==> config.mk <==
export PLATFORM = sky130hd
export DESIGN_NAME = i2s_master_flat
export DESIGN_NICKNAME = d
export VERILOG_FILES = /design/src/rtl/i2s_master_if.sv /design/src/rtl/i2s_master.sv /design/src/flat_wrapper.sv
export SDC_FILE = /design/constraint.sdc
export NUM_CORES = 1
export LEC_CHECK = 0
export CAP_MARGIN = 10
export CORE_MARGIN = 4
export CORE_UTILIZATION = 45
export CTS_CLUSTER_DIAMETER = 120
export CTS_CLUSTER_SIZE = 14
export DETAILED_ROUTE_END_ITERATION = 16
export GPL_TIMING_DRIVEN = 0
export PLACE_DENSITY = 0.71
export SLEW_MARGIN = 20
export SYNTH_ARGS = -nofsm -noshare
export SYNTH_HDL_FRONTEND = slang
export SYNTH_SLANG_ARGS = --single-unit
==> constraint.sdc <==
create_clock -name clk -period 3.7 [get_ports clk]
set_input_delay 0.37 -clock clk [delete_from_list [all_inputs] [get_ports clk]]
set_output_delay 0.37 -clock clk [all_outputs]
set_load 0.05 [all_outputs]
==> src/rtl/i2s_master_if.sv <==
// Valid/ready stream bundle carrying one packed stereo sample per beat.
// The master drives data/valid and the slave drives ready.
interface axis_if #(
    parameter int W = 48
);
    logic [W-1:0] data;
    logic         valid;
    logic         ready;

    modport master (output data, output valid, input ready);
    modport slave  (input data, input valid, output ready);
endinterface

==> src/rtl/i2s_master.sv <==
// I2S clock master: divides clk into bclk/lrclk, serializes DAC samples and
// deserializes ADC samples. Define I2S_MASTER_STATUS_EN for sticky over/underrun flags.
module i2s_master #(
    parameter int HALF_BCLK_CYCLES = 8
) (
    input  logic   clk,
    input  logic   reset,
    input  logic   enabled,
    axis_if.slave  dac_sample,
    axis_if.master adc_sample,
    input  logic   sdata_i,
    output logic   sdata_o,
    output logic   bclk,
    output logic   lrclk
`ifdef I2S_MASTER_STATUS_EN
    ,
    output logic [1:0] status_o,
    input  logic       status_clr
`endif
);
    localparam int DW = (HALF_BCLK_CYCLES > 2) ? $clog2(HALF_BCLK_CYCLES) : 1;

    logic [DW-1:0] div_cnt;
    logic [5:0]    bit_cnt;
    logic [5:0]    next_bit;
    logic [47:0]   hold;
    logic          hold_full;
    logic [47:0]   tx_sh;
    logic [46:0]   rx_sh;
    logic [47:0]   rx_next;
    logic          wrap, fall, rise;
    logic          frame_load, word_done, dac_hs;
    logic          underrun_ev, overrun_ev;

    // Frame slots that carry payload: left bits 1..24, right bits 33..56.
    function automatic logic data_slot(input logic [5:0] n);
        return (n >= 6'd1 && n <= 6'd24) || (n >= 6'd33 && n <= 6'd56);
    endfunction

    assign wrap       = (div_cnt == DW'(HALF_BCLK_CYCLES - 1));
    assign fall       = enabled & wrap & bclk;
    assign rise       = enabled & wrap & ~bclk;
    assign next_bit   = bit_cnt + 6'd1;
    assign frame_load = fall & (next_bit == 6'd0);
    assign word_done  = rise & (bit_cnt == 6'd56);
    assign rx_next    = {rx_sh, sdata_i};

    assign dac_sample.ready = reset & enabled & ~hold_full;
    assign dac_hs           = dac_sample.valid & dac_sample.ready;
    assign underrun_ev      = frame_load & ~hold_full;
    assign overrun_ev       = word_done & adc_sample.valid & ~adc_sample.ready;

    // Reset parks bit_cnt at 63 so the restart after reset matches the
    // restart after enable: the first fall opens frame bit 0.
    always_ff @(posedge clk) begin
        if (!reset) begin
            div_cnt          <= '0;
            bit_cnt          <= 6'd63;
            bclk             <= 1'b0;
            lrclk            <= 1'b0;
            sdata_o          <= 1'b0;
            hold             <= '0;
            hold_full        <= 1'b0;
            tx_sh            <= '0;
            rx_sh            <= '0;
            adc_sample.data  <= '0;
            adc_sample.valid <= 1'b0;
        end else begin
            // Frame load takes the old hold; a same-cycle handshake refills it.
            if (dac_hs) begin
                hold      <= dac_sample.data;
                hold_full <= 1'b1;
            end else if (frame_load) begin
                hold_full <= 1'b0;
            end

            if (word_done) begin
                adc_sample.data  <= rx_next;
                adc_sample.valid <= 1'b1;
            end else if (adc_sample.ready) begin
                adc_sample.valid <= 1'b0;
            end

            if (!enabled) begin
                div_cnt <= '0;
                bit_cnt <= 6'd63;
                bclk    <= 1'b0;
                lrclk   <= 1'b0;
                sdata_o <= 1'b0;
                rx_sh   <= '0;
            end else begin
                div_cnt <= wrap ? '0 : div_cnt + DW'(1);
                if (wrap)
                    bclk <= ~bclk;

                if (fall) begin
                    bit_cnt <= next_bit;
                    lrclk   <= next_bit[5];
                    if (next_bit == 6'd0) begin
                        tx_sh   <= hold_full ? hold : 48'h0;
                        sdata_o <= 1'b0;
                    end else if (data_slot(next_bit)) begin
                        sdata_o <= tx_sh[47];
                        tx_sh   <= {tx_sh[46:0], 1'b0};
                    end else begin
                        sdata_o <= 1'b0;
                    end
                end

                if (rise && data_slot(bit_cnt))
                    rx_sh <= rx_next[46:0];
            end
        end
    end

`ifdef I2S_MASTER_STATUS_EN
    logic overrun_q, underrun_q;

    // Sticky flags; a set event beats a clear in the same cycle.
    always_ff @(posedge clk) begin
        if (!reset) begin
            overrun_q  <= 1'b0;
            underrun_q <= 1'b0;
        end else begin
            overrun_q  <= overrun_ev  | (overrun_q  & ~status_clr);
            underrun_q <= underrun_ev | (underrun_q & ~status_clr);
        end
    end

    assign status_o = {overrun_q, underrun_q};
`else
    logic unused_status;
    assign unused_status = overrun_ev ^ underrun_ev;
`endif

endmodule
==> src/flat_wrapper.sv <==
// flat-port wrapper written by rule: the top's interface ports become plain ports
module i2s_master_flat 
#(
    parameter int HALF_BCLK_CYCLES = 8
)
  (clk, reset, enabled, sdata_i, sdata_o, bclk, lrclk, dac_sample_data, dac_sample_valid, dac_sample_ready, adc_sample_data, adc_sample_valid, adc_sample_ready);
  axis_if dac_sample_i ();
  axis_if adc_sample_i ();
  input  logic clk;
  input  logic reset;
  input  logic enabled;
  input  logic sdata_i;
  output logic sdata_o;
  output logic bclk;
  output logic lrclk;
  input wire logic [$bits(dac_sample_i.data)-1:0] dac_sample_data;
  input wire logic [$bits(dac_sample_i.valid)-1:0] dac_sample_valid;
  output wire logic [$bits(dac_sample_i.ready)-1:0] dac_sample_ready;
  output wire logic [$bits(adc_sample_i.data)-1:0] adc_sample_data;
  output wire logic [$bits(adc_sample_i.valid)-1:0] adc_sample_valid;
  input wire logic [$bits(adc_sample_i.ready)-1:0] adc_sample_ready;
  assign dac_sample_i.data = dac_sample_data;
  assign dac_sample_i.valid = dac_sample_valid;
  assign dac_sample_ready = dac_sample_i.ready;
  assign adc_sample_data = adc_sample_i.data;
  assign adc_sample_valid = adc_sample_i.valid;
  assign adc_sample_i.ready = adc_sample_ready;
  i2s_master #(.HALF_BCLK_CYCLES(HALF_BCLK_CYCLES)) u_core (.clk(clk), .reset(reset), .enabled(enabled), .dac_sample(dac_sample_i), .adc_sample(adc_sample_i), .sdata_i(sdata_i), .sdata_o(sdata_o), .bclk(bclk), .lrclk(lrclk));
endmodule
==> flow_metrics.tcl, run 1 <==
set metrics [dict create \
    cts_root_buffer "clkbuf_16" \
    cts_num_sinks 205 \
    synth_top_area_share_pct 48.9 \
    p_int_w 0.00322 \
    die_area_sq_um 20900 \
    wl_microns 19500 \
    synth_area_per_cell_sq_um 8.34 \
    arrival_ps 3180 \
    crit_slowest_cell "dfxtp_1" \
    finalSetupTns_ps 0 \
    multiInputGateArea_sq_um 3870 \
    total_power_w 0.00407 \
    ant_nets 0 \
    grt_busiest_layer "met2" \
    drive_gt1_share_pct 7.33 \
    grt_max_degree 15 \
    crit_chain "ha_1, buf_2, xor2_1, a2bb2oi_1, nor4b_2, inv_1, buf_2, clkbuf_1, a21oi_1, a21oi_2" \
    overflow 0 \
    coreArea_sq_um 18100 \
    rsz0062_at_grt "no" \
    layout_common_cells "nand2_1, dfxtp_1, a21oi_1" \
    h-tree-depth 1 \
    final.setup.worst_slack_ps 873 \
    max-cap-violations 0 \
    cts_resized 0 \
    cpMostUsedCell "buf_2" \
    fin_nets 1193 \
    comb_power_share_pct 4.1 \
    worst_pin_slew_ps 730 \
    syn_inst 1006 \
    synthToLayoutAreaGrowth_pct 21.8 \
    status "finished, final reports clean" \
    fin_crit_sh_pct 76.4 \
    die_w_microns 145 \
    worstSetupPathType "flop to flop" \
    clkTransAtPathRegs_ps 70 \
    p_per_area_nw_per_um2 398 \
    yosysWarnings 0 \
    sequentialPowerShare_pct 54.9 \
    gp_congestion 0.828 \
    p_sw_share_pct 21.0 \
    p_leak_nw 3.71 \
    ctsHoldBuffers 0 \
    fin_worst_skew_ps 9.18 \
    num_io_pins 107 \
    drt-pass1-iter-count 5 \
    switching_power_w 0.000854 \
    drtIter0Drc 286 \
    synth_top_area_cell "dfxtp_1" \
    start_util_pct 46.2 \
    preCtsSetupSlack_ps 613 \
    numCtsBuffers 18 \
    clkPwrFrac_pct 41.0 \
    regArea_sq_um 4100 \
    route.vias.total 7049 \
    port_buffers 106 \
    fmax_mhz 354 \
    cts_tree "built" \
    die_h_microns 145 \
    path_buf_inv 4 \
    crit_fanout 10 \
    final_common_cell "nand2_1" \
    setup_violations 0 \
    max_slew_margin_pct 51.3 \
    worst_setup_path_start_kind "flop" \
    fill_cells 1671 \
    fin_crit_ps 2830 \
    diodes 0 \
    ys_seq_area_share_pct 48.9 \
    drc 0 \
    post_cts.repair.setup_buffers 0 \
    synthDistinctLibCells 45 \
    ys_ff_latch 205 \
    cpPeakStageDelay_ps 530 \
    grt_use_met3_pct 4.00 \
    grt_use_met2_pct 31.8 \
    drv_slew 0 \
    wl_per_cell_microns 14.4 \
    rows 49 \
    antenna_found_initial 0 \
    netlist_area_sq_um 8390 \
    crit_family "buffers and inverters" \
    synth_nets 1067 \
    vdd.ir_drop.worst_v 0.000239 \
    dp.cells 1341 \
    worstSkewPairLatency_ps 480 \
    cp-end-kind "flop" \
    cts.path.max_buffers 3 \
    grt_use_total_pct 18.6 \
    hold_class "flop to flop" \
    grt_pass1_vias 6747 \
    hold_viol 0 \
    synth_area_leaders "dfxtp_1, nand2_1, a21boi_0" \
    routed_via_density 5.18 \
    use_met1_pct 23.9 \
    cp.required_ps 4050 \
    dp_hpwl_microns 13600 \
    fin_cells 1361 \
    grt_pass1_wl_microns 32600 \
]
## state kept, by name (all words and copies together), names as in the netlist
register,count
u_core.rx_sh,47
u_core.adc_sample.valid,1
u_core.bclk,1
u_core.div_cnt,3
u_core.adc_sample.data,48
u_core.bit_cnt,6
u_core.sdata_o,1
u_core.tx_sh,48
u_core.lrclk,1
u_core.hold_full,1
u_core.hold,48
## cell families after synthesis
family | after synthesis | share of synthesized area [%]
AO/OA/AOI/OAI | 310 | 24.6
XOR/XNOR | 3 | 0.313
adder cells (fa/ha/maj) | 7 | 1.04
buffers and inverters | 94 | 4.98
flip-flops | 205 | 48.9
AND/OR/NAND/NOR | 387 | 20.1
## power groups by stage
| stage | sequential [W] | clock, W | combinational, W |
|---|---|---|---|
| floorplan | 0.00228 | 0 | 0.0000801 |
| global placement | 0.00228 | 0 | 0.000169 |
| detailed placement | 0.00228 | 0 | 0.000170 |
| CTS | 0.00223 | 0.00173 | 0.000171 |
| global route | 0.00223 | 0.00180 | 0.000185 |
| finish | 0.00223 | 0.00167 | 0.000168 |
## final timing paths
check / from / end / slack, ps / cells after the start
setup / recovery: u_core.bit_cnt[1]$_SDFFE_PN1P_ / u_core.tx_sh[19]$_SDFFE_PN0P_ / 870 / 10
hold / removal: u_core.div_cnt[0]$_SDFF_PP0_ / u_core.div_cnt[0]$_SDFF_PP0_ / 430 / 1
setup reg to reg: u_core.bit_cnt[1]$_SDFFE_PN1P_ / u_core.tx_sh[19]$_SDFFE_PN0P_ / 870 / 10
hold reg to reg: u_core.div_cnt[0]$_SDFF_PP0_ / u_core.div_cnt[0]$_SDFF_PP0_ / 430 / 1
## final cells by class
type	count	share of cell area, %
clock inverters	1	0.0735
flip-flops and latches	205	40.2
inverters	4	0.147
well taps	229	2.80
repair buffers	106	10.4
plain buffers	90	3.94
multi-input cells	707	37.8
clock buffers	19	4.65
## metrics by stage
stage / instance area (sq um) / hold slack [ps] / util [%]
5_1_grt: 10200 / 448 / 56.3
3_3_place_gp: 9740 / 420 / 53.7
2_1_floorplan: 8390 / 404 / -
4_1_cts: 10200 / 436 / 56.3
6_report: 10200 / 430 / 56.3
3_5_place_dp: 9740 / 426 / 53.7
## Yosys cell counts (all sizes together)
master / instances
nand2: 294
dfxtp: 205
a21oi: 145
a21boi: 98
clkbuf: 60
and3: 52
o31ai: 48
buf: 30
o21ai: 9
nor2: 8
ha: 7
and2: 5
nand2b: 5
inv: 4
nand3: 4
nor3b: 4
nand3b: 3
nand4: 3
nor3: 3
nor4b: 2
or3: 2
xor2: 2
a21bo: 1
a221oi: 1
a22oi: 1
a2bb2oi: 1
a31oi: 1
a32oi: 1
nor2b: 1
o211ai: 1
o21a: 1
o311a: 1
o31a: 1
or2: 1
xnor2: 1
## routing by layer
metal / routed length (microns) / vias up / share of wire (%)
met1: 9080 / 3228 / 46
met5: 0 / - / 0
met3: 912 / 38 / 4.7
met2: 9080 / 125 / 46
li1: - / 3658 / -
met4: 465 / 0 / 2.4
Power figures use the tool's default switching activity.
==> inputs of run 2 (changes only) <==
--- a/config.mk
+++ b/config.mk
@@ -12,7 +12,7 @@
 export CTS_CLUSTER_SIZE = 14
 export DETAILED_ROUTE_END_ITERATION = 16
 export GPL_TIMING_DRIVEN = 0
-export PLACE_DENSITY = 0.71
+export PLACE_DENSITY = 0.74
 export SLEW_MARGIN = 20
 export SYNTH_ARGS = -nofsm -noshare
 export SYNTH_HDL_FRONTEND = slang
==> constraint.sdc (replaced) <==
create_clock -name clk -period 2.6 [get_ports clk]
set_input_delay 0.26 -clock clk [delete_from_list [all_inputs] [get_ports clk]]
set_output_delay 0.26 -clock clk [all_outputs]
set_load 0.05 [all_outputs]
==> run 2 against run 1 <==
Net effect:
- sequential power grew 43%
- highest routed layer is now met5
- clock-buffer cell count shrank 1
- clock skew grew 4.8 ps
- combinational power grew 42%
- routed wire length grew 1.9%
- largest power group unchanged
- critical path depth is the same
==> flow_metrics.tcl, run 2 (synthesis gave the netlist of run 1 again) <==
set metrics [dict create \
    grt_pass1_vias 6891 \
    total_power_w 0.00578 \
    die_h_microns 145 \
    whs_endpoint "u_core.hold[47]$_SDFFE_PN0P_" \
    drt-pass1-iter-count 5 \
    cts_num_sinks 205 \
    fin_worst_skew_ps 14.0 \
    ctsHoldBuffers 0 \
    setup_violations 0 \
    coreArea_sq_um 18100 \
    hp-start "dac_sample_data[47]" \
    fin_crit_ps 2480 \
    fill_cells 1676 \
    antenna_found_initial 1 \
    worst_pin_slew_ps 860 \
    start_util_pct 46.2 \
    arrival_ps 2860 \
    cts.path.max_buffers 3 \
    clkTransAtPathRegs_ps 70 \
    cp.required_ps 2970 \
    hold_class "primary input to flop" \
    vdd.ir_drop.worst_v 0.000414 \
    fin_crit_sh_pct 95.6 \
    r2r_slack_ps 120 \
    max_slew_margin_pct 42.7 \
    wl_microns 19900 \
    crit_fanout 10 \
    synthToLayoutAreaGrowth_pct 22.7 \
    hold_viol 0 \
    cp-end-kind "flop" \
    route.vias.total 7147 \
    final_common_cell "nand2_1" \
    gp_congestion 0.835 \
    grt_pass1_wl_microns 33200 \
    worstSetupPathType "flop to flop" \
    p_int_w 0.00453 \
    rows 49 \
    fmax_mhz 403 \
    worst_setup_path_start_kind "flop" \
    num_io_pins 107 \
    p_leak_nw 3.78 \
    overflow 0 \
    dp_hpwl_microns 13700 \
    die_area_sq_um 20900 \
    grt_use_total_pct 19.0 \
    dpl-instance-area_sq_um 9740 \
    worstHoldPathCells 3 \
    grt_max_degree 15 \
    regArea_sq_um 4110 \
    cts_root_buffer "clkbuf_16" \
    routed_via_density 5.24 \
    wl_per_cell_microns 14.6 \
    numCtsBuffers 18 \
    h-tree-depth 1 \
    ff2ff_path_depth 10 \
    status "finished, final reports clean" \
    cts_tree "built" \
    layout_common_cells "nand2_1, dfxtp_1, a21oi_1" \
    drv_slew 0 \
    multiInputGateArea_sq_um 3900 \
    sequentialPowerShare_pct 54.9 \
    reg2reg_from "u_core.bit_cnt[1]$_SDFFE_PN1P_" \
    diodes 0 \
    switching_power_w 0.00126 \
    drive_gt1_share_pct 8.99 \
    worstSetupStartpoint "u_core.bit_cnt[1]$_SDFFE_PN1P_" \
    reg_top3 "u_core.adc_sample.data x48, u_core.hold x48, u_core.tx_sh x48" \
    worstSkewPairLatency_ps 490 \
    port_buffers 106 \
    comb_power_share_pct 4.1 \
    drc 0 \
    r2r_end "u_core.tx_sh[27]$_SDFFE_PN0P_" \
    clkPwrFrac_pct 40.9 \
    final_area_sq_um 10300 \
    die_w_microns 145 \
    max-cap-violations 0 \
    p_per_area_nw_per_um2 562 \
    fin_nets 1195 \
    drtIter0Drc 409 \
    p_sw_share_pct 21.8 \
    ant_nets 0 \
]
## run 2: repair_timing
action                                  4_1_cts  5_1_grt
resized for setup                             5       21
gates cloned                                  0        0
endpoints found under the setup margin       49       96
pin swaps                                     0        2
buffers inserted                              0        4
## run 2: power by group through the flow
| stage | Combinational, W | Clock, W | Sequential, W |
|---|---|---|---|
| 6_report | 0.000239 | 0.00237 | 0.00318 |
| 5_1_grt | 0.000264 | 0.00256 | 0.00318 |
| 4_1_cts | 0.000243 | 0.00243 | 0.00318 |
| 3_5_place_dp | 0.000243 | 0 | 0.00325 |
| 3_3_place_gp | 0.000241 | 0 | 0.00325 |
| 2_1_floorplan | 0.000114 | 0 | 0.00325 |
## run 2: layout make-up
cell class | count | share of cell area (%)
clock inverter | 2 | 0.231
sequential | 205 | 39.9
buffer | 88 | 4.07
timing repair buffer | 110 | 10.6
tap | 229 | 2.78
inverter | 4 | 0.146
clock buffer | 18 | 4.38
multi-input combinational | 707 | 37.9
## run 2: worst max path at each step
| stage | endpoint | slack (ps) | cells after the start |
|---|---|---|---|
| floorplan | u_core.tx_sh[17]$_SDFFE_PN0P_ | 380 | 11 |
| global placement | u_core.hold[14]$_SDFFE_PN0P_ | -270 | 8 |
| detailed placement | u_core.hold[14]$_SDFFE_PN0P_ | -330 | 8 |
| CTS | u_core.tx_sh[19]$_SDFFE_PN0P_ | 20 | 11 |
| global route | u_core.tx_sh[27]$_SDFFE_PN0P_ | -10 | 10 |
| finish | u_core.tx_sh[27]$_SDFFE_PN0P_ | 120 | 10 |
## run 2: per-stage QoR
step	worst slack, ps	TNS [ps]	util (%)	hold slack (ps)	instances
2_1_floorplan	384	0	-	396	1006
3_3_place_gp	-272	-8800	53.7	418	1341
3_5_place_dp	-328	-9680	53.7	425	1341
4_1_cts	15.4	0	56.3	315	1361
5_1_grt	-11.2	-26.9	56.7	325	1363
6_report	116	0	56.7	326	1363
## run 2: critical path: stages, from the launching register on
cell and delay (ps):
dfxtp_4 380, ha_1 180, clkbuf_4 180, xor2_1 160, a2bb2oi_2 190, nor4b_4 380, inv_1 110, buf_2 220
clkbuf_2 240, a21oi_1 260, a21oi_2 80
## run 2: metal layers
layer,up-vias,track usage [%],routed length (microns)
li1,3660,-,-
met2,172,31.9,9260
met1,3279,24.7,8970
met3,34,4.66,1210
met4,2,4.52,462
met5,-,0,13
